===== src/rtl/preg_freelist.sv =====
// Physical-register free list: 2 allocs + 2 frees per cycle, one-cycle redirect restore.
// Latency: grants are combinational from registered state; frees become allocatable next cycle.
// Backpressure: alloc_ready drops below 2 free entries, and requests are then dropped. FREELIST_CHECK_EN enables fl_error.
module preg_freelist #(
  parameter int PREG_NUM = 64,
  parameter int LREG_NUM = 32,
  parameter int FL_DEPTH = PREG_NUM - LREG_NUM,
  parameter int PREG_W   = 6,
  parameter int FL_W     = 5
) (
  input  logic              clock,
  input  logic              reset_n,
  input  logic              alloc0_req,
  input  logic              alloc1_req,
  output logic              alloc_ready,
  output logic [PREG_W-1:0] alloc0_preg,
  output logic [PREG_W-1:0] alloc1_preg,
  input  logic              commit0_valid,
  input  logic              commit0_need_to_wb,
  input  logic [PREG_W-1:0] commit0_old_prd,
  input  logic              commit1_valid,
  input  logic              commit1_need_to_wb,
  input  logic [PREG_W-1:0] commit1_old_prd,
  input  logic              redirect_valid,
  output logic [FL_W:0]     free_count,
  output logic              fl_error
);

  localparam logic [FL_W:0] CNT_TWO = (FL_W+1)'(2);

  logic [PREG_W-1:0] mem_q [FL_DEPTH];
  logic [PREG_W-1:0] mem_d [FL_DEPTH];
  logic [FL_W:0]     spec_head_q, spec_head_d;
  logic [FL_W:0]     arch_head_q, arch_head_d;
  logic [FL_W:0]     tail_q, tail_d;
  logic [FL_W:0]     free_cnt, n_alloc, n_free;
  logic [FL_W-1:0]   rd_idx1, wr_idx1;
  logic              free0, free1;

  always_comb begin
    free_cnt    = tail_q - spec_head_q;
    alloc_ready = (free_cnt >= CNT_TWO);
    // Slot 1 reads the head entry when slot 0 is idle.
    rd_idx1     = spec_head_q[FL_W-1:0] + FL_W'(alloc0_req);
    alloc0_preg = mem_q[spec_head_q[FL_W-1:0]];
    alloc1_preg = mem_q[rd_idx1];
    free_count  = free_cnt;

    free0   = commit0_valid & commit0_need_to_wb;
    free1   = commit1_valid & commit1_need_to_wb;
    n_free  = (FL_W+1)'(free0) + (FL_W+1)'(free1);
    n_alloc = (FL_W+1)'(alloc0_req) + (FL_W+1)'(alloc1_req);
    wr_idx1 = tail_q[FL_W-1:0] + FL_W'(free0);

    mem_d = mem_q;
    if (free0) mem_d[tail_q[FL_W-1:0]] = commit0_old_prd;
    if (free1) mem_d[wr_idx1] = commit1_old_prd;

    tail_d      = tail_q + n_free;
    arch_head_d = arch_head_q + n_free;

    spec_head_d = spec_head_q;
    // Redirect rewinds to the committed point including this cycle's commits.
    if (redirect_valid) spec_head_d = arch_head_d;
    else if (alloc_ready) spec_head_d = spec_head_q + n_alloc;
  end

  always_ff @(posedge clock or negedge reset_n) begin
    if (!reset_n) begin
      for (int i = 0; i < FL_DEPTH; i++) mem_q[i] <= PREG_W'(LREG_NUM + i);
      spec_head_q <= '0;
      arch_head_q <= '0;
      tail_q      <= {1'b1, {FL_W{1'b0}}};
    end else begin
      mem_q       <= mem_d;
      spec_head_q <= spec_head_d;
      arch_head_q <= arch_head_d;
      tail_q      <= tail_d;
    end
  end

`ifdef FREELIST_CHECK_EN
  logic            fl_error_q, fl_error_d;
  logic            err_alloc, err_over, err_pass;
  logic [FL_W+1:0] fill;
  logic [FL_W:0]   pass_dist;

  always_comb begin
    err_alloc = (alloc0_req | alloc1_req) & ~alloc_ready;
    fill      = {1'b0, free_cnt} + {1'b0, n_free};
    err_over  = (fill > (FL_W+2)'(FL_DEPTH));
    // Normally arch trails spec, so arch - spec is zero or has its wrap bit set.
    pass_dist = arch_head_d - spec_head_d;
    err_pass  = (pass_dist != '0) && !pass_dist[FL_W];
    fl_error_d = fl_error_q | err_alloc | err_over | err_pass;
  end

  always_ff @(posedge clock or negedge reset_n) begin
    if (!reset_n) fl_error_q <= 1'b0;
    else          fl_error_q <= fl_error_d;
  end

  assign fl_error = fl_error_q;

`ifndef SYNTHESIS
  always_ff @(posedge clock) begin
    if (reset_n && err_alloc) $error("preg_freelist: alloc request while not ready");
    if (reset_n && err_over)  $error("preg_freelist: free overflows the list");
    if (reset_n && err_pass)  $error("preg_freelist: arch_head passed spec_head");
  end
`endif
`else
  assign fl_error = 1'b0;
`endif

endmodule

===== config.mk =====
export PLATFORM = sky130hd
export DESIGN_NAME = preg_freelist
export DESIGN_NICKNAME = d
export VERILOG_FILES = /design/src/rtl/preg_freelist.sv
export SDC_FILE = /design/constraint.sdc
export NUM_CORES = 1
export LEC_CHECK = 0
export BUFFER_PORTS_ARGS = -buffer_cell sky130_fd_sc_hd__clkbuf_2
export CORE_ASPECT_RATIO = 1.5
export CORE_UTILIZATION = 39
export DETAILED_ROUTE_END_ITERATION = 6
export SLEW_MARGIN = 20
export SYNTH_ARGS = -nofsm -noshare
export SYNTH_HDL_FRONTEND = slang
export SYNTH_SLANG_ARGS = --single-unit

===== constraint.sdc =====
create_clock -name clock -period 4.25 [get_ports clock]
set_input_delay 0.6375 -clock clock [delete_from_list [all_inputs] [get_ports clock]]
set_output_delay 0.6375 -clock clock [all_outputs]
set_load 0.005 [all_outputs]

==> results of run 1 <==
[logic make-up after synthesis]
group	count (synthesis)
flops	210
compound gates	125
mux	421
fa+ha+maj	19
xor+xnor	17
simple gates	251
buf+inv	112
other cells	1
[metrics by stage]
step	hold slack, ps	util	std cells	worst slack, ps	area, um2
final	251	0.440	1648	225	15500
after global placement	474	0.417	1607	600	14700
after global routing	323	0.440	1648	24.0	15500
after CTS	300	0.440	1648	287	15500
after detailed placement	476	0.417	1607	590	14700
after floorplan	342	-	1156	843	14000
[placed cells by master, fill, tap and decap left out, drive strengths merged, types with 6 or more instances in the layout]
| cell type | count |
|---|---|
| dfstp | 113 |
| o21ai | 57 |
| ha | 15 |
| a21oi | 52 |
| clkbuf | 73 |
| mux4 | 120 |
| nand2 | 108 |
| nor2b | 6 |
| dfrtp | 97 |
| xnor2 | 12 |
| inv | 22 |
| mux2 | 200 |
| nor2 | 89 |
| buf | 28 |
| mux2i | 101 |
| nor3 | 14 |
| nand3 | 16 |
[registers in the layout, summed over array words and instances, names as in the netlist]
name         count
arch_head_q      6
mem_q          192
spec_head_q      6
tail_q           6
[area by class of cell]
class / count / area (um2) / share of cell area
flip-flops and latches: 210 / 5400 / 0.349
well taps: 473 / 592 / 0.0382
multi-input cells: 834 / 8140 / 0.526
inverters: 23 / 86.3 / 0.00558
clock buffers: 34 / 647 / 0.0418
repair buffers: 67 / 452 / 0.0292
clock inverters: 7 / 165 / 0.0107
[worst max path at each step]
stage | from | to | slack, ps | depth (start not counted)
floorplan | alloc0_req | alloc1_preg[2] | 840 | 7
global placement | alloc0_req | alloc1_preg[3] | 600 | 7
detailed placement | alloc0_req | alloc1_preg[3] | 590 | 7
CTS | spec_head_q[0]$_DFFE_PN0P_ | alloc0_preg[2] | 290 | 6
global route | spec_head_q[4]$_DFFE_PN0P_ | alloc_ready | 20 | 8
finish | spec_head_q[0]$_DFFE_PN0P_ | alloc0_preg[0] | 220 | 6
[routing by layer]
metal | up-vias | part of all wire
met5 | - | 0
met4 | 0 | 0.062
met3 | 146 | 0.069
met2 | 504 | 0.49
met1 | 5100 | 0.38
li1 | 4286 | -
[power by group]
part,switching [mW],total [mW],internal [mW]
clock network,0.865,2.22,1.36
logic,2.86,6.36,3.49
registers,1.10,4.36,3.26
==> metrics.md, run 1 <==
| Metric | Value |
|---|---|
| Diode count | 0 |
| Net count after synthesis | 1,196 |
| Transition at the pin with the smallest max-transition slack | about 1000 ps |
| GRT busiest layer | met2 |
| Startpoint class of the critical path | flop |
| Element type at the critical path end | primary output |
| Highest ir drop seen on vdd | 0.000469 V |
| Share of synthesized cell area in and, or, nand and nor gates | 0.0757 |
| Number of CTS-inserted buffers | 23 |
| Number of detailed-routing iterations run before antenna repair | 5 |
| Gate count of the mapped netlist | 1,156 |
| Worst Clk Skew | 11.0 ps |
| CTS Root Cell | clkbuf_16 |
| Max transition margin | 0.315 |
| Antenna violations before repair | 0 |
| Static power due to leakage | 6.13 nW |
| End of the worst register-to-register path | spec_head_q[0]$_DFFE_PN0P_ |
| Number of sinks handled by clock tree synthesis | 210 |
| Portion of the post-synthesis area used by sequential elements | 0.386 |
| Outcome | complete, no violations |
| Area fraction of the dominant cell type after synthesis | 0.212 |
| Post-synthesis share of cell area spent on xor and xnor gates | 0.0106 |
| Category of the critical setup timing path | reg2out |
| Top cell types by occurrence after synthesis | 199 x mux2_2, 120 x mux4_2, 113 x dfstp_2 |
| Largest net degree at the start of global routing | roughly 120 |
| Fraction of final layout cells with drive strength greater than 1 | 0.460 |
| CTS Hold Bufs | 0 |
| Post-synthesis async set-or-reset flop share | 1.00 |
| Y dimension of the die | roughly 230 um |
| Area inside the core boundary | 0.0352 mm2 |
| Total of fill cells in the finished design | 3,285 |
| Startpoint of the most critical register-to-register path | spec_head_q[4]$_DFFE_PN0P_ |
| Via count of the first global-routing pass | around 10,000 |
| Initial core utilization | 0.398 |
| DRC Markers | 0 |
| Clock tree from TritonCTS | built |
| Power per standard cell area | 836 mW/mm2 |
| Setup repair after global routing missed its margin | no |
| Quantity of gates resized following cts | 0 |
| Final critical-path share of the clock period | 0.947 |
| Ys flop type | dfstp_2 |
| Dominant combinational cell family by area after synthesis | multiplexers |
| I/O Pins | 41 |
| Row Count | 84 |
| Required time at the worst-slack endpoint | 3610 ps |
| Highest achievable clock rate | approximately 250 MHz |
| Number of buffer and inverter instances along the worst setup path | 2 |
| Post-synthesis instance area | 0.0140 mm2 |
| Largest stage delay, worst path | 730 ps |
| Minimum clock period | about 4000 ps |
| Bufs on Longest Clock Path | 3 |
| Global route total overflow | 0 |
| Final Hold Fails | 0 |
| Library cell with the largest summed area after synthesis | dfstp_2 |
| Arrival time at the worst endpoint | 3390 ps |
| Layout overhead on the synthesized area | 10.6% |
| Register-to-register setup slack | 1130 ps |
| Register clock-pin slew on the reported worst setup and hold paths | around 60 ps |
| Count of input and output buffers | 39 |
| Wire length per cell | 27.6 um |
| Yosys synthesis warning count | 0 |
| Post-Route Setup TNS | 0 ps |
| List of cells traversed by the critical path | buf_4 -> mux4_2 -> mux4_2 -> nand2_1 -> nand2_1 -> clkbuf_2 |
| Post-synthesis compound-gate area fraction | 0.0480 |
| Avg Cell Area, Syn | 12.1 um2 |
| Logic depth of the worst register-to-register path | 8 |
| Max_cap viols | 0 |
| Sum of internal, switching and leakage power | 12.9 mW |
| Via-per-instance ratio | 6.09 |
| Post-layout nets | ~1,200 |
| Number of distinct library cell variants in the gate-level netlist after synthesis | 47 |
| Met1 GRT Util | 0.319 |
| Min-Delay Path Class | in2async |
| 1st-iter DRT viols | 904 |
| Source-to-sink clock delay at the later pin of the worst-skew pair | 530 ps |
| Routability congestion estimate | 0.940 |
| Grt met3 use | 0.0392 |
| Width of the die | 157 um |
| Worst path slowest cell | buf_4 |
| Full die area | between 0.03 and 0.04 mm2 |
| Flip-flop and latch count after synthesis | 210 |
| Cell family with the largest share of critical-path delay | multiplexers |
| Library cell with the highest instance count after synthesis | mux2_2 |
| Max Slew Vio Count | 0 |
| Total vias in the final route | 10,036 |
| Number of H-tree branching levels | 1 |
| Half-perimeter wire length after placement | 31,800 um |
| Share of synthesized cell area in full adder, half adder and majority cells | 0.0191 |
| DRT Wirelength | 45,500 um |
| Largest fanout on the critical path | 48 |
| Cell types with the largest area share after synthesis | dfstp_2 21%, mux4_2 19%, dfrtp_1 17%, mux2_2 16%, mux2i_1 7.2% |
| Proportion of synthesized area in mux cells | 0.426 |
| Total Routing Usage GR | 0.260 |
| Global-route wire length before repair | 68,500 um |
| Met2 capacity usage during global routing | 0.434 |
| Number of flops mapped to enable cells by yosys | 0 |
| Number of failing setup endpoints in the final timing report | 0 |
| Post-detailed-route count of antenna-violating nets | 0 |
| Setup fix buffers added after clock tree synthesis | 0 |
(Power assumes the default switching activity.)
==> run 2, diff against run 1 <==
Settings changed: ABC_AREA set to 0, PLACE_DENSITY set to 0.55.
==> run 2 against run 1 <==
Sequential share of layout area up 0.15 points. Routed wire length up 4.5%. Non-clock buffer count down 6. Worst setup slack worse by 47 ps. Maximum frequency down 1.1%. Clock-buffer cell count up 2. Sequential cell count unchanged. Clock skew down 2.2 ps. Die area unchanged. Largest cell class unchanged.
==> metrics.md, run 2 (synthesis results as in run 1) <==
| Metric | Value |
|---|---|
| Worst Clk Skew | 8.78 ps (-2.24 ps) |
| Min-Delay Path Class | in2async |
| Transition at the pin with the smallest max-transition slack | 985 ps (-43.1 ps) |
| Element type at the critical path end | primary output |
| Leading cell type in the layout, fill and taps excluded | mux2_2 |
| Number of H-tree branching levels | 1 (unchanged) |
| Max Slew Vio Count | 0 (unchanged) |
| Static power due to leakage | 6.09 nW (-0.55%) |
| Sequential cell area | 0.00540 mm2 (unchanged) |
| Met3 wire len | 2350 um (-25%) |
| Largest stage delay, worst path | 570 ps (-160 ps) |
| Max_cap viols | 0 (unchanged) |
| DRC Markers | 0 (unchanged) |
| Quantity of gates resized following cts | 0 (unchanged) |
| Setup repair after global routing missed its margin | no |
| Met1 WL | 16,300 um (-5.0%) |
| Via-per-instance ratio | 5.97 (-2.0%) |
| Max transition margin | 0.343 (+0.0287) |
| Worst path slowest cell | mux4_2 |
| Number of sinks handled by clock tree synthesis | 210 (unchanged) |
| DRT Wirelength | 47,600 um (+4.5%) |
| Startpoint class of the critical path | flop |
| Clock network fraction of design power | 0.160 (-0.012) |
| Area inside the core boundary | 0.0352 mm2 (unchanged) |
| Last element of the critical path | alloc0_preg[4] |
| Largest fanout on the critical path | 28 (-42%) |
| Via count of the first global-routing pass | 10,222 (+0.51%) |
| 1st-iter DRT viols | 773 (-14%) |
| Routability congestion estimate | 0.950 (+1.1%) |
| Max reg flops | 192 (unchanged) |
| Post-layout nets | 1,194 (-0.42%) |
| Start point of the critical path | spec_head_q[0]$_DFFE_PN0P_ |
| Routed met2 length | 24,900 um (+11%) |
| End of the worst register-to-register path | spec_head_q[0]$_DFFE_PN0P_ |
| List of cells traversed by the critical path | buf_4 -> buf_4 -> mux4_2 -> mux4_2 -> nand2_1 -> nand2_1 -> clkbuf_2 |
| Top library cells by usage in the layout, fill and taps aside | 199 x mux2_2, 120 x mux4_2, 113 x dfstp_2 |
| Antenna violations before repair | 0 (unchanged) |
| Power per standard cell area | 840 mW/mm2 (+0.47%) |
| Highest ir drop seen on vdd | 0.000400 V (-15%) |
| Arrival time at the worst endpoint | 3430 ps (+40 ps) |
| Wire length per cell | 28.9 um (+4.7%) |
| Source-to-sink clock delay at the later pin of the worst-skew pair | 540 ps (about the same) |
| Width of the die | 157 um (unchanged) |
| Total Routing Usage GR | 0.270 (+0.00980) |
| Required time at the worst-slack endpoint | 3610 ps (about the same) |
| Register clock-pin slew on the reported worst setup and hold paths | 60 ps (about the same) |
| Fraction of power consumed by combinational cells | 0.496 (+0.005) |
| Total of fill cells in the finished design | 3,268 (-0.52%) |
| CTS Root Cell | clkbuf_16 |
| I/O Pins | 41 (unchanged) |
| Final critical-path share of the clock period | 0.958 (+0.0110) |
| Post-Route Setup TNS | 0 ps (unchanged) |
| Fraction of final layout cells with drive strength greater than 1 | 0.459 (-0.000530) |
| Uppermost layer routed | met4 |
| Half-perimeter wire length after placement | 33,500 um (+5.3%) |
| Final Hold Fails | 0 (unchanged) |
| Outcome | complete, no violations |
| Logic depth of the worst register-to-register path | 10 (+2) |
| Post-detailed-route count of antenna-violating nets | 0 (unchanged) |
| Global-route wire length before repair | 69,900 um (+2.1%) |
| Full die area | 0.0367 mm2 (unchanged) |
| Category of the critical setup timing path | reg2out |
| Y dimension of the die | 234 um (unchanged) |
| Setup fix buffers added after clock tree synthesis | 0 (unchanged) |
| Total vias in the final route | 9,813 (-2.2%) |
| Highest achievable clock rate | 246 MHz (-1.1%) |
| Startpoint of the most critical register-to-register path | spec_head_q[1]$_DFFE_PN0P_ |
| Row Count | 84 (unchanged) |
| Cell family with the largest share of critical-path delay | buffers and inverters |
| Global route total overflow | 0 (unchanged) |
| Initial core utilization | 0.398 (unchanged) |
| Minimum clock period | 4070 ps (+46.8 ps) |
| Sequential share of power | 0.344 (+0.007) |
| Number of detailed-routing iterations run before antenna repair | 6 (+1) |
| Number of buffer and inverter instances along the worst setup path | 3 (+1) |
| Switching fraction of total power | 0.385 (+0.0115) |
| CTS Hold Bufs | 0 (unchanged) |
| Layout overhead on the synthesized area | 10.2% |
| Utilization after layout | 0.438 (-0.00188) |
| Multi-input combinational cell area | 0.00814 mm2 (unchanged) |
| Diode count | 0 (unchanged) |
| Cell Int Power | 7.97 mW (-1.8%) |
| Clock tree from TritonCTS | built |
| Instance count on the critical path | 7 (+1) |
| Bufs on Longest Clock Path | 3 (unchanged) |
| Largest net degree at the start of global routing | 91 (-22%) |
| Reg with most FFs | mem_q |
| Number of failing setup endpoints in the final timing report | 0 (unchanged) |
| Number of CTS-inserted buffers | 24 (+4.3%) |
| Register-to-register setup slack | 990 ps (-140 ps) |
| Net switching component of the power | 4.98 mW (+3.1%) |
| Count of input and output buffers | 39 (unchanged) |
==> run 2: changes by cell type in the layout (fill, tap and decap cells not counted) <==
cell       change
buf_4          -7
clkinv_2       +5
buf_12         +1
buf_8          +1
clkbuf_16      +2
bufinv_16      -4
clkbuf_1       -1
==> run 2: layout make-up <==
| class | instances | area share |
|---|---|---|
| clock inverters | 8 | 0.00454 |
| inverters | 23 | 0.00560 |
| repair buffers | 61 | 0.0273 |
| flip-flops and latches | 210 | 0.350 |
| well taps | 473 | 0.0384 |
| multi-input cells | 834 | 0.528 |
| clock buffers | 36 | 0.0459 |
==> run 2: worst register-to-register path, stage by stage, from the launching register on <==
cell and delay, ps:
dfrtp_2 360, buf_4 600, inv_1 260, fa_1 520, a21o_1 190, a21oi_1 160, xnor2_1 180, nor4_4 260
buf_4 190, mux2_1 330, o21ai_1 130
==> run 2: how the worst min path moves through the flow <==
stage,startpoint,end,depth (start not counted)
detailed placement,arch_head_q[5]$_DFF_PN0_,arch_head_q[5]$_DFF_PN0_,1
floorplan,reset_n,arch_head_q[0]$_DFF_PN0_,0
finish,reset_n,mem_q[106]$_DFF_PN0_,1
global route,reset_n,mem_q[148]$_DFF_PN0_,1
global placement,arch_head_q[5]$_DFF_PN0_,arch_head_q[5]$_DFF_PN0_,1
CTS,reset_n,mem_q[148]$_DFF_PN0_,1
==> run 2: metal layers <==
layer / track usage / vias to the layer above
li1: - / 4272
met1: 0.289 / 4979
met2: 0.488 / 423
met3: 0.0323 / 139
met4: 0.197 / 0
met5: 0 / -
==> run 2: through the flow <==
stage | worst slack [ps] | instances | hold WS, ps | power (mW) | cell area (um2)
after global routing | 19.7 | 1645 | 180 | 13.6 | 15400
after CTS | 150 | 1645 | 148 | 12.9 | 15400
after floorplan | 843 | 1156 | 342 | 8.58 | 14000
after global placement | 613 | 1601 | 480 | 10.7 | 14600
after detailed placement | 617 | 1601 | 480 | 10.8 | 14600
final | 178 | 1645 | 107 | 12.9 | 15400
==> run 2: power by group through the flow <==
| stage | combinational (mW) | clock (mW) | sequential [mW] |
|---|---|---|---|
| global route | 6.87 | 2.19 | 4.50 |
| detailed placement | 6.37 | 0 | 4.46 |
| floorplan | 4.90 | 0 | 3.68 |
| finish | 6.42 | 2.07 | 4.45 |
| global placement | 6.27 | 0 | 4.45 |
| CTS | 6.40 | 2.12 | 4.43 |
==> run 3, diff against run 2 <==
Settings changed: BUFFER_PORTS_ARGS -buffer_cell sky130_fd_sc_hd__clkbuf_2 to unset, CTS_CLUSTER_DIAMETER set to 120, DONT_BUFFER_PORTS set to 1, PLACE_DENSITY 0.55 to 0.54.
==> run 3 against run 2 <==
Final cell count shrank 2.6%. Maximum frequency grew 1.0%. Register-to-register slack lost 30 ps. Critical endpoint is now alloc1_preg[3]. Largest cell class unchanged. Highest routed layer unchanged.
==> metrics.md, run 3 (synthesis results as in run 1) <==
| Metric | Value |
|---|---|
| Outcome | complete, no violations |
| Max transition margin | 0.343 (-0.000717) |
| Minimum clock period | 4030 ps (-40.4 ps) |
| Largest fanout on the critical path | 26 (-7.1%) |
| Number of buffer and inverter instances along the worst setup path | 1 (-2) |
| Global route total overflow | 0 (unchanged) |
| Width of the die | 157 um (unchanged) |
| Highest achievable clock rate | 248 MHz (+1.0%) |
| Row Count | 84 (unchanged) |
| Post-detailed-route count of antenna-violating nets | 0 (unchanged) |
| Element type at the critical path end | primary output |
| Category of the critical setup timing path | reg2out |
| Largest net degree at the start of global routing | 157 (+73%) |
| Post-Route Setup TNS | 0 ps (unchanged) |
| Largest stage delay, worst path | 570 ps (about the same) |
| Max reg flops | 192 (unchanged) |
| Area inside the core boundary | 0.0352 mm2 (unchanged) |
| Top library cells by usage in the layout, fill and taps aside | 199 x mux2_2, 120 x mux4_2, 113 x dfstp_2 |
| Via count of the first global-routing pass | 9,889 (-3.3%) |
| Most common cell type on the critical path | mux4_2 |
| Count of input and output buffers | 0 (-100%) |
| Cell family with the largest share of critical-path delay | multiplexers |
| Final critical-path share of the clock period | 0.949 (-0.00950) |
| Utilization after layout | 0.435 (-0.00327) |
| Antenna violations before repair | 0 (unchanged) |
| Register clock-pin slew on the reported worst setup and hold paths | 60 ps (about the same) |
| Routability congestion estimate | 0.928 (-2.3%) |
| Initial core utilization | 0.398 (unchanged) |
| Leading cell type in the layout, fill and taps excluded | mux2_2 |
| Number of CTS-inserted buffers | 25 (+4.2%) |
| Half-perimeter wire length after placement | 32,200 um (-4.0%) |
| Full die area | 0.0367 mm2 (unchanged) |
| Number of H-tree branching levels | 1 (unchanged) |
| DRT Wirelength | 46,900 um (-1.5%) |
| Min-Delay Path Class | in2async |
| Transition at the pin with the smallest max-transition slack | 983 ps (-2.55 ps) |
| Total Routing Usage GR | 0.264 (-0.00578) |
| Static power due to leakage | 5.97 nW (-2.0%) |
| Post-layout nets | 1,152 (-3.5%) |
| Number of sinks handled by clock tree synthesis | 210 (unchanged) |
| Reg with most FFs | mem_q |
| Global-route wire length before repair | 68,400 um (-2.2%) |
| I/O Pins | 41 (unchanged) |
| Fraction of final layout cells with drive strength greater than 1 | 0.441 (-0.0183) |
| Layout overhead on the synthesized area | 9.33% |
| Source-to-sink clock delay at the later pin of the worst-skew pair | 540 ps (about the same) |
| CTS Root Cell | clkbuf_16 |
| Max_cap viols | 0 (unchanged) |
| Via-per-instance ratio | 6.05 (+1.5%) |
| Worst path slowest cell | ha_2 |
| Wire length per cell | 29.2 um (+1.1%) |
| DRC Markers | 0 (unchanged) |
| List of cells traversed by the critical path | ha_4 -> ha_2 -> buf_4 -> mux4_2 -> mux4_2 -> mux2_2 |
| Number of failing setup endpoints in the final timing report | 0 (unchanged) |
| Total vias in the final route | 9,704 (-1.1%) |
| Startpoint class of the critical path | flop |
| Quantity of gates resized following cts | 0 (unchanged) |
| Diode count | 0 (unchanged) |
| Arrival time at the worst endpoint | 3390 ps (-40 ps) |
| Y dimension of the die | 234 um (unchanged) |
| Setup repair after global routing missed its margin | no |
| Required time at the worst-slack endpoint | 3610 ps (about the same) |
| Power per standard cell area | 840 mW/mm2 (about the same) |
| Max Slew Vio Count | 0 (unchanged) |
| Number of detailed-routing iterations run before antenna repair | 6 (unchanged) |
| Clock tree from TritonCTS | built |
| Bufs on Longest Clock Path | 3 (unchanged) |
| Final Hold Fails | 0 (unchanged) |
| Total of fill cells in the finished design | 3,250 (-0.55%) |
| Worst Clk Skew | 14.6 ps (+5.79 ps) |
| 1st-iter DRT viols | 836 (+8.2%) |
| Highest ir drop seen on vdd | 0.000393 V (-1.7%) |
[run 3: cell count changes in the layout (fill, tap and decap cells not counted), moves of 3 or more]
cell       previous run  this run
clkinv_2              5         2
bufinv_16             1         4
buf_12                4         1
clkbuf_2             38         0
buf_4                18        15
[run 3: stage by stage]
stage          hold WS (ps)  setup slack, ps  power (mW)  instances  instance area [um2]
4_1_cts                 172              219        12.8       1603                15300
5_1_grt                 180             73.7        13.4       1603                15300
3_3_place_gp            352              695        10.3       1556                14400
3_5_place_dp            352              656        10.4       1556                14400
6_report               80.6              218        12.8       1603                15300
2_1_floorplan           342              843        8.58       1156                14000
[run 3: worst paths after layout]
path	start	to	slack [ps]	depth (start not counted)
worst max register to register	spec_head_q[1]$_DFFE_PN0P_	spec_head_q[0]$_DFFE_PN0P_	960	9
worst min register to register	arch_head_q[5]$_DFF_PN0_	arch_head_q[5]$_DFF_PN0_	480	1
max in group asynchronous	reset_n	spec_head_q[0]$_DFFE_PN0P_	3460	1
worst max-delay path	spec_head_q[0]$_DFFE_PN0P_	alloc1_preg[3]	220	6
worst min-delay path	reset_n	mem_q[153]$_DFF_PN0_	80	1
min in group clock	redirect_valid	spec_head_q[2]$_DFFE_PN0P_	190	1
[run 3: routing by layer]
layer,share of wire,global-route usage
met4,0.079,0.180
met3,0.046,0.0266
met1,0.35,0.293
met2,0.52,0.475
met5,0,0
[run 3: repair_timing]
| action | in CTS | in global routing |
|---|---|---|
| setup buffers | 0 | 0 |
| hold buffers | 2 | 0 |
| hold endpoints to repair | 156 | 0 |
[run 3: final cells by class]
type                            count  area (um2)  share of cell area
Sequential cell                   210        5400               0.353
Timing Repair Buffer               18         188              0.0123
Tap cell                          473         592              0.0387
Clock inverter                      9         156              0.0102
Clock buffer                       36         738              0.0482
Inverter                           23        86.3             0.00564
Multi-Input combinational cell    834        8140               0.532
[run 3: power by group]
group | switching [mW] | internal (mW)
logic | 2.80 | 3.29
registers | 1.16 | 3.26
clock network | 0.891 | 1.45
total | 4.84 | 8.00
